`src/rtl/softmax_pkg.sv`:
```
// Shared types and default latency/width constants for the softmax host controller.
// Imported by the interface, the read-return FIFO and the controller top.
package softmax_pkg;

    typedef enum logic [1:0] {IDLE, LOAD, WAIT, DRAIN} state_t;

    localparam int EXPONENT_LATENCY     = 23;
    localparam int ACC_LATENCY          = 11;
    localparam int RECIPROCAL_LATENCY   = 15;
    localparam int MULTIPLIER_LATENCY   = 7;
    localparam int LATENCY_MARGIN       = 4;
    localparam int CORE_LATENCY         = EXPONENT_LATENCY + ACC_LATENCY +
                                          RECIPROCAL_LATENCY + MULTIPLIER_LATENCY;
    localparam int DEFAULT_PIPE_LATENCY = CORE_LATENCY + LATENCY_MARGIN;

    localparam int DEFAULT_TOTAL_WORDS  = 1024;
    localparam int DEFAULT_DATA_WIDTH   = 32;
    localparam int DEFAULT_ADDR_WIDTH   = $clog2(DEFAULT_TOTAL_WORDS);
    localparam int DEFAULT_READ_LATENCY = 1;

    // Bits needed to hold 0..n-1, never less than one bit.
    function automatic int cnt_width(input int n);
        return (n > 1) ? $clog2(n) : 1;
    endfunction

endpackage

```
`src/rtl/softmax_host_ctrl_if.sv`:
```
// Host-facing streams of the softmax host controller: input words in, result words out.
// Valid/ready: a word moves on a rising edge where valid && ready are both high; a source
// holds valid and its data stable until that edge, and valid never waits on ready.
interface softmax_host_ctrl_if
    import softmax_pkg::*;
#(
    parameter int DATA_WIDTH = DEFAULT_DATA_WIDTH
);
    logic                  s_valid;
    logic                  s_ready;
    logic [DATA_WIDTH-1:0] s_data;
    logic                  m_valid;
    logic                  m_ready;
    logic [DATA_WIDTH-1:0] m_data;
    logic                  m_last;

    modport master (
        output s_valid, s_data, m_ready,
        input  s_ready, m_valid, m_data, m_last
    );

    modport slave (
        input  s_valid, s_data, m_ready,
        output s_ready, m_valid, m_data, m_last
    );
endinterface

```
`src/rtl/softmax_skid_fifo.sv`:
```
// Small circular FIFO that absorbs read data returning from the softmax output buffer.
// The caller guarantees no push when full and no pop when empty (credit based).
module softmax_skid_fifo
    import softmax_pkg::*;
#(
    parameter  int DEPTH = 2,
    parameter  int WIDTH = 33,
    localparam int PTR_W = cnt_width(DEPTH),
    localparam int OCC_W = cnt_width(DEPTH + 1)
) (
    input  logic             clk,
    input  logic             rst,
    input  logic             push,
    input  logic [WIDTH-1:0] push_data,
    input  logic             pop,
    output logic [WIDTH-1:0] head,
    output logic             empty,
    output logic [OCC_W-1:0] occupancy
);
    logic [WIDTH-1:0] mem [DEPTH];
    logic [PTR_W-1:0] wr_ptr;
    logic [PTR_W-1:0] rd_ptr;

    always_ff @(posedge clk) begin
        if (push) mem[wr_ptr] <= push_data;
    end

    always_ff @(posedge clk or negedge rst) begin
        if (!rst) begin
            wr_ptr    <= '0;
            rd_ptr    <= '0;
            occupancy <= '0;
        end else begin
            if (push) wr_ptr <= (wr_ptr == PTR_W'(DEPTH - 1)) ? '0 : wr_ptr + PTR_W'(1);
            if (pop)  rd_ptr <= (rd_ptr == PTR_W'(DEPTH - 1)) ? '0 : rd_ptr + PTR_W'(1);
            occupancy <= occupancy + OCC_W'(push) - OCC_W'(pop);
        end
    end

    assign empty = (occupancy == '0);
    assign head  = mem[rd_ptr];

endmodule

```
`src/rtl/softmax_host_ctrl.sv`:
```
// Host-side initiator for the softmax core: streams a vector into the input buffer,
// waits the fixed core latency, then reads results back out as a stream with a last flag.
module softmax_host_ctrl
    import softmax_pkg::*;
#(
    parameter int TOTAL_WORDS  = DEFAULT_TOTAL_WORDS,
    parameter int DATA_WIDTH   = DEFAULT_DATA_WIDTH,
    parameter int ADDR_WIDTH   = $clog2(TOTAL_WORDS),
    parameter int PIPE_LATENCY = DEFAULT_PIPE_LATENCY,
    parameter int READ_LATENCY = DEFAULT_READ_LATENCY,
    parameter int SKID_DEPTH   = READ_LATENCY + 1
) (
    input  logic                  clk,
    input  logic                  rst,
    input  logic                  start,
    input  logic [ADDR_WIDTH:0]   len,
    output logic                  busy,
    output logic                  done,
    output logic                  err,
    softmax_host_ctrl_if.slave    host,
    output logic                  data_in_enable,
    output logic                  data_in_wr_enable,
    output logic [ADDR_WIDTH-1:0] data_in_address,
    output logic [DATA_WIDTH-1:0] data_in,
    output logic                  data_out_enable,
    output logic [ADDR_WIDTH-1:0] data_out_address,
    input  logic [DATA_WIDTH-1:0] data_out,
    output state_t                state_dbg
);
    localparam int CNT_W  = ADDR_WIDTH + 1;
    localparam int WAIT_W = cnt_width(PIPE_LATENCY);
    localparam int OCC_W  = cnt_width(SKID_DEPTH + 1);
    localparam int CRED_W = OCC_W + 1;

    state_t              state, state_nxt;
    logic [CNT_W-1:0]    len_q, wr_cnt, rd_cnt;
    logic [WAIT_W-1:0]   wait_cnt;
    logic [OCC_W-1:0]    inflight, occupancy;
    logic [CRED_W-1:0]   credits;
    logic [READ_LATENCY-1:0] vld_sr, last_sr;
    logic                len_ok, wr_fire, rd_fire, pop, ret_valid, fifo_empty;
    logic [DATA_WIDTH:0] fifo_head;

    assign len_ok    = (len != '0) && (len <= CNT_W'(TOTAL_WORDS));
    assign wr_fire   = (state == LOAD) && host.s_valid;
    assign pop       = host.m_valid && host.m_ready;
    assign ret_valid = vld_sr[READ_LATENCY-1];
    assign credits   = CRED_W'(inflight) + CRED_W'(occupancy);
    // A pop in the same cycle frees a slot, which keeps the stream at one word per cycle.
    assign rd_fire   = (state == DRAIN) && (rd_cnt < len_q) &&
                       (credits < CRED_W'(SKID_DEPTH) + CRED_W'(pop));

    always_comb begin
        state_nxt = state;
        unique case (state)
            IDLE:    if (start && len_ok) state_nxt = LOAD;
            LOAD:    if (wr_fire && (wr_cnt == len_q - CNT_W'(1))) state_nxt = WAIT;
            // Leaving on the count of 1 puts the first read exactly PIPE_LATENCY after the last write.
            WAIT:    if (wait_cnt <= WAIT_W'(1)) state_nxt = DRAIN;
            DRAIN:   if (pop && host.m_last) state_nxt = IDLE;
            default: state_nxt = IDLE;
        endcase
    end

    always_ff @(posedge clk or negedge rst) begin
        if (!rst) begin
            state    <= IDLE;
            len_q    <= '0;
            wr_cnt   <= '0;
            rd_cnt   <= '0;
            wait_cnt <= '0;
            inflight <= '0;
            vld_sr   <= '0;
            last_sr  <= '0;
            done     <= 1'b0;
            err      <= 1'b0;
        end else begin
            state <= state_nxt;
            done  <= (state == DRAIN) && pop && host.m_last;
            err   <= (state == IDLE) && start && !len_ok;
            if ((state == IDLE) && start && len_ok) begin
                len_q  <= len;
                wr_cnt <= '0;
                rd_cnt <= '0;
            end
            if (wr_fire) wr_cnt <= wr_cnt + CNT_W'(1);
            if (rd_fire) rd_cnt <= rd_cnt + CNT_W'(1);
            if ((state == LOAD) && (state_nxt == WAIT))
                wait_cnt <= WAIT_W'(PIPE_LATENCY - 1);
            else if ((state == WAIT) && (wait_cnt != '0))
                wait_cnt <= wait_cnt - WAIT_W'(1);
            vld_sr[0]  <= rd_fire;
            last_sr[0] <= rd_fire && (rd_cnt == len_q - CNT_W'(1));
            for (int i = 1; i < READ_LATENCY; i++) begin
                vld_sr[i]  <= vld_sr[i-1];
                last_sr[i] <= last_sr[i-1];
            end
            inflight <= inflight + OCC_W'(rd_fire) - OCC_W'(ret_valid);
        end
    end

    softmax_skid_fifo #(
        .DEPTH (SKID_DEPTH),
        .WIDTH (DATA_WIDTH + 1)
    ) u_skid (
        .clk       (clk),
        .rst       (rst),
        .push      (ret_valid),
        .push_data ({last_sr[READ_LATENCY-1], data_out}),
        .pop       (pop),
        .head      (fifo_head),
        .empty     (fifo_empty),
        .occupancy (occupancy)
    );

    assign busy              = (state != IDLE);
    assign state_dbg         = state;
    assign host.s_ready      = (state == LOAD);
    assign host.m_valid      = !fifo_empty;
    assign host.m_data       = fifo_empty ? '0 : fifo_head[DATA_WIDTH-1:0];
    assign host.m_last       = !fifo_empty && fifo_head[DATA_WIDTH];
    assign data_in_enable    = wr_fire;
    assign data_in_wr_enable = wr_fire;
    assign data_in_address   = wr_fire ? wr_cnt[ADDR_WIDTH-1:0] : '0;
    assign data_in           = wr_fire ? host.s_data : '0;
    assign data_out_enable   = rd_fire;
    assign data_out_address  = rd_fire ? rd_cnt[ADDR_WIDTH-1:0] : '0;

endmodule

```
`src/flat_wrapper.sv`:
```
// flat-port wrapper written by rule: the top's interface ports become plain ports
module softmax_host_ctrl_flat import softmax_pkg::*;
#(
    parameter int TOTAL_WORDS  = DEFAULT_TOTAL_WORDS,
    parameter int DATA_WIDTH   = DEFAULT_DATA_WIDTH,
    parameter int ADDR_WIDTH   = $clog2(TOTAL_WORDS),
    parameter int PIPE_LATENCY = DEFAULT_PIPE_LATENCY,
    parameter int READ_LATENCY = DEFAULT_READ_LATENCY,
    parameter int SKID_DEPTH   = READ_LATENCY + 1
)
  (clk, rst, start, len, busy, done, err, data_in_enable, data_in_wr_enable, data_in_address, data_in, data_out_enable, data_out_address, data_out, state_dbg, host_s_valid, host_s_data, host_m_ready, host_s_ready, host_m_valid, host_m_data, host_m_last);
  softmax_host_ctrl_if #(.DATA_WIDTH(DATA_WIDTH)) host_i ();
  input  logic clk;
  input  logic rst;
  input  logic start;
  input  logic [ADDR_WIDTH:0] len;
  output logic busy;
  output logic done;
  output logic err;
  output logic data_in_enable;
  output logic data_in_wr_enable;
  output logic [ADDR_WIDTH-1:0] data_in_address;
  output logic [DATA_WIDTH-1:0] data_in;
  output logic data_out_enable;
  output logic [ADDR_WIDTH-1:0] data_out_address;
  input  logic [DATA_WIDTH-1:0] data_out;
  output state_t state_dbg;
  input wire logic [$bits(host_i.s_valid)-1:0] host_s_valid;
  input wire logic [$bits(host_i.s_data)-1:0] host_s_data;
  input wire logic [$bits(host_i.m_ready)-1:0] host_m_ready;
  output wire logic [$bits(host_i.s_ready)-1:0] host_s_ready;
  output wire logic [$bits(host_i.m_valid)-1:0] host_m_valid;
  output wire logic [$bits(host_i.m_data)-1:0] host_m_data;
  output wire logic [$bits(host_i.m_last)-1:0] host_m_last;
  assign host_i.s_valid = host_s_valid;
  assign host_i.s_data = host_s_data;
  assign host_i.m_ready = host_m_ready;
  assign host_s_ready = host_i.s_ready;
  assign host_m_valid = host_i.m_valid;
  assign host_m_data = host_i.m_data;
  assign host_m_last = host_i.m_last;
  softmax_host_ctrl #(.TOTAL_WORDS(TOTAL_WORDS), .DATA_WIDTH(DATA_WIDTH), .ADDR_WIDTH(ADDR_WIDTH), .PIPE_LATENCY(PIPE_LATENCY), .READ_LATENCY(READ_LATENCY), .SKID_DEPTH(SKID_DEPTH)) u_core (.clk(clk), .rst(rst), .start(start), .len(len), .busy(busy), .done(done), .err(err), .host(host_i), .data_in_enable(data_in_enable), .data_in_wr_enable(data_in_wr_enable), .data_in_address(data_in_address), .data_in(data_in), .data_out_enable(data_out_enable), .data_out_address(data_out_address), .data_out(data_out), .state_dbg(state_dbg));
endmodule
```
`config.mk`:
```
export PLATFORM = sky130hd
export DESIGN_NAME = softmax_host_ctrl_flat
export DESIGN_NICKNAME = d
export VERILOG_FILES = /design/src/rtl/softmax_pkg.sv /design/src/rtl/softmax_host_ctrl_if.sv /design/src/rtl/softmax_skid_fifo.sv /design/src/rtl/softmax_host_ctrl.sv /design/src/flat_wrapper.sv
export SDC_FILE = /design/constraint.sdc
export NUM_CORES = 1
export LEC_CHECK = 0
export ABC_CLOCK_PERIOD_IN_PS = 3700
export CORE_MARGIN = 2
export CORE_UTILIZATION = 50
export CTS_BUF_LIST = sky130_fd_sc_hd__clkbuf_4
export CTS_CLUSTER_DIAMETER = 120
export DETAILED_ROUTE_END_ITERATION = 10
export DONT_BUFFER_PORTS = 1
export PLACE_DENSITY = 0.74
export SLEW_MARGIN = 30
export SYNTH_ARGS = -nofsm -noshare
export SYNTH_HDL_FRONTEND = slang
export SYNTH_SLANG_ARGS = --single-unit
```
`constraint.sdc`:
```
create_clock -name clk -period 3.7 [get_ports clk]
set_input_delay 0.37 -clock clk [delete_from_list [all_inputs] [get_ports clk]]
set_output_delay 0.37 -clock clk [all_outputs]
set_load 0.02 [all_outputs]
```
==> impl_metrics.json <==
{
  "status": "complete, no violations",
  "hold_path_class": "in -> reg",
  "worstMarginPinSlew_ns": 0.907,
  "mappedNetlistNets": 703,
  "critical_path_class": "reg -> out",
  "dp_slack_ns": 0.480,
  "synth_edf_count": 66,
  "cts_root_buf": "clkbuf_4",
  "cts_tree": "done",
  "r2r_end": "u_core.state_dbg[0]$_DFF_PN0_",
  "final_cells": 824,
  "max_freq_ghz": 0.297,
  "layout-drive-gt1-share_pct": 9.15,
  "grt_pass1_wl_um": 22300,
  "synth_top_area_share_pct": 31.6,
  "fin_util_pct": 60.1,
  "synth_top_cells_by_area": "edfxtp_1, dfrtp_1, mux2i_1, and3_1, ha_1",
  "place_hpwl_um": 9970,
  "clk_transition_reported_paths_ns": 0.11,
  "maxCapViolations": 0,
  "fp.dieW_um": 116,
  "ios": 175,
  "post_drt_wl_per_cell_um": 17.9,
  "cp_num_cells": 9,
  "rsz0062_at_grt": "no",
  "dr.max_layer_used": "met4",
  "syn_area_mm2": 0.00627,
  "seq_area_mm2": 0.00326,
  "num_rows": 40,
  "first_pass_iters": 5,
  "final.setup.worst_slack_ns": 0.333,
  "die_y_um": 116,
  "worstSetupStartpointType": "flip-flop",
  "seq_area_frac_synth_pct": 52.0,
  "ff2ff_path_depth": 8,
  "insertion_delay_ns": 0.53,
  "setup_tns_ns": 0,
  "cts_buffers": 17,
  "yosysWarningCount": 0,
  "via_per_inst": 5.70,
  "cpLargestDelayFamily": "simple AND/OR/NAND/NOR gates",
  "vias": 4695,
  "ys_ff_latch": 117,
  "slew_viol_final": 0,
  "initial_core_util_pct": 51.8,
  "grt_start_max_net_pins": 52,
  "hold_violations": 0,
  "crit_start": "u_core.u_skid.occupancy[0]$_DFF_PN0_",
  "diodes": 0,
  "ys.flop_type": "edfxtp_1",
  "ant_nets": 0,
  "r2r_slack_ns": 0.46,
  "syn_inst": 601,
  "core-area_mm2": 0.0121,
  "wl_met2_um": 7480,
  "cp_data_arrival_time_ns": 3.00,
  "finClkSkew_ns": 0.0142,
  "setup_viol": 0,
  "fillers": 972,
  "htreeDepth": 4,
  "drt-initial-drc-count": 302,
  "cp_max_fo": 14,
  "area_growth_syn_to_layout_pct": 16.1,
  "drc": 0,
  "grt_usage_pct": 21.8,
  "synth.distinct_cells": 52,
  "synth_largest_area_cell": "edfxtp_1",
  "numPortBuffers": 0,
  "synth.avg_cell_area_um2": 10.4,
  "grt-ovfl-total": 0,
  "finalCriticalPeriod_ns": 3.37,
  "place_inst": 747,
  "synthMostInstantiatedCell": "edfxtp_1",
  "worstReg2RegStart": "u_core.len_q[0]$_DFFE_PN0P_",
  "peakVddDrop_mv": 0.369,
  "place_congestion": 0.911,
  "timing.slew.headroom_pct": 39.4,
  "cts_num_sinks": 117,
  "fin_crit_sh_pct": 91.0,
  "synth_async_sr_flop_share_pct": 43.6,
  "grt_pass1_vias": 4589,
  "end_kind": "primary output",
  "power_leakage_nw": 3.07,
  "cp.required_ns": 3.33,
  "wl_met3_um": 836,
  "worstPathCellList": "ha_1 -> fa_1 -> nor3_1 -> nand2_1 -> nor3_1 -> buf_4 -> nand2_1 -> inv_2 -> buf_4",
  "total_power_mw": 3.54,
  "synth_commonest_cells": "edfxtp_1, nor2_1, and3_1",
  "met1_length_um": 6230,
  "critPathBufInv": 3,
  "crit_slowest_cell": "dfrtp_1",
  "wl_um": 14700,
  "antenna_found_initial": 0,
  "multi_input_area_mm2": 0.00274,
  "cp-endpoint": "data_out_enable",
  "ctsLongestPathBuffers": 2,
  "p_per_area_mw_per_mm2": 486,
  "die-area_mm2": 0.0135,
  "nNetsFinal": 745,
  "slowest_delay_ns": 0.43
}
## layout make-up
type,count,share of cell area (%)
flip-flops and latches,117,44.8
multi-input cells,415,37.6
inverters,33,1.70
clock inverters,13,3.14
well taps,168,2.89
repair buffers,59,7.87
clock buffers,19,1.96
## sequential cells by signal (all words and copies together) (netlist names)
signal                   flops
u_core.inflight              2
u_core.u_skid.occupancy      2
u_core.err                   1
u_core.len_q                11
u_core.wait_cnt              6
u_core.state_dbg             2
u_core.u_skid.mem           66
u_core.ret_valid             1
u_core.rd_cnt               11
u_core.last_sr               1
u_core.u_skid.rd_ptr         1
u_core.wr_cnt               11
u_core.u_skid.wr_ptr         1
u_core.done                  1
## per-stage QoR
stage          area, um2  hold WS, ns
6_report            7280       0.0513
5_1_grt             7280       0.0241
4_1_cts             7280       0.0241
3_5_place_dp        6440       0.0759
3_3_place_gp        6440       0.0764
2_1_floorplan       6270       0.0744
## worst reg2reg max path, cell delays in order (launching register included)
cell	delay (ns)
dfrtp_1	0.44
inv_1	0.11
ha_1	0.29
or4b_1	0.61
nor3_2	0.24
mux2_4	0.32
a211o_1	0.23
or4_4	0.57
a211o_1	0.32
## power by group
group	switching, mW	internal [mW]	leakage, nW
registers	0.158	1.42	1.16
logic	0.523	0.267	1.72
clock network	0.482	0.687	0.188
total	1.16	2.37	3.07
## layer usage
layer  up-vias  track usage, %
met5         -               0
met2       169            37.7
li1       2246               -
met1      2266            25.9
met3        14            6.01
met4         0            8.33
## placed cells by master, fill, tap and decap left out, types with 3 or more instances in the layout
| master | count |
|---|---|
| edfxtp_1 | 66 |
| nor2_1 | 61 |
| and3_1 | 53 |
| dfrtp_1 | 50 |
| dlygate4sd3_1 | 44 |
| o21ai_0 | 40 |
| nand2_1 | 36 |
| mux2i_1 | 34 |
| inv_1 | 32 |
| xnor2_1 | 25 |
| ha_1 | 21 |
| clkbuf_4 | 19 |
| a21oi_1 | 16 |
| nand3_1 | 16 |
| buf_4 | 14 |
| nor2b_1 | 10 |
| nand4_1 | 10 |
| xor2_1 | 9 |
| nor3_1 | 7 |
| bufinv_16 | 6 |
| o211ai_1 | 5 |
| nor4_1 | 5 |
| nor4b_1 | 5 |
| a31oi_1 | 4 |
| and2_1 | 4 |
| o221ai_1 | 4 |
| a21o_1 | 3 |
| or3_1 | 3 |
| or2_2 | 3 |
| a211oi_1 | 3 |
| nand3b_1 | 3 |
| a211o_1 | 3 |
| nand2b_1 | 3 |
| a221o_1 | 3 |
## timing repair
item / in CTS / in global routing
endpoints found under the hold margin: 126 / 0
setup buffers: 0 / 0
endpoints found under the setup margin: 0 / 1
hold buffers: 45 / 0
resized for setup: 0 / 1
## worst min path at each step
stage,depth (start not counted),slack [ns],startpoint,endpoint
after floorplan,0,0.07,rst,u_core.done$_DFF_PN0_
after global placement,0,0.08,rst,u_core.wr_cnt[2]$_DFFE_PN0P_
after detailed placement,0,0.08,rst,u_core.wr_cnt[4]$_DFFE_PN0P_
after CTS,2,0.02,start,u_core.err$_DFF_PN0_
after global routing,2,0.02,start,u_core.err$_DFF_PN0_
final,2,0.05,start,u_core.err$_DFF_PN0_
## cell families (layout without fill, tap and decap cells)
logic type / count (synthesis) / after routing / share of synthesized area, %
AND/OR/NAND/NOR: 231 / 231 / 19.3
flip-flops: 117 / 117 / 52.0
AO/OA/AOI/OAI: 93 / 93 / 9.20
buffers and inverters: 69 / 124 / 4.63
multiplexers: 35 / 35 / 5.67
XOR/XNOR: 34 / 34 / 4.75
adder cells (fa/ha/maj): 22 / 22 / 4.51
Power figures use the tool's default switching activity.
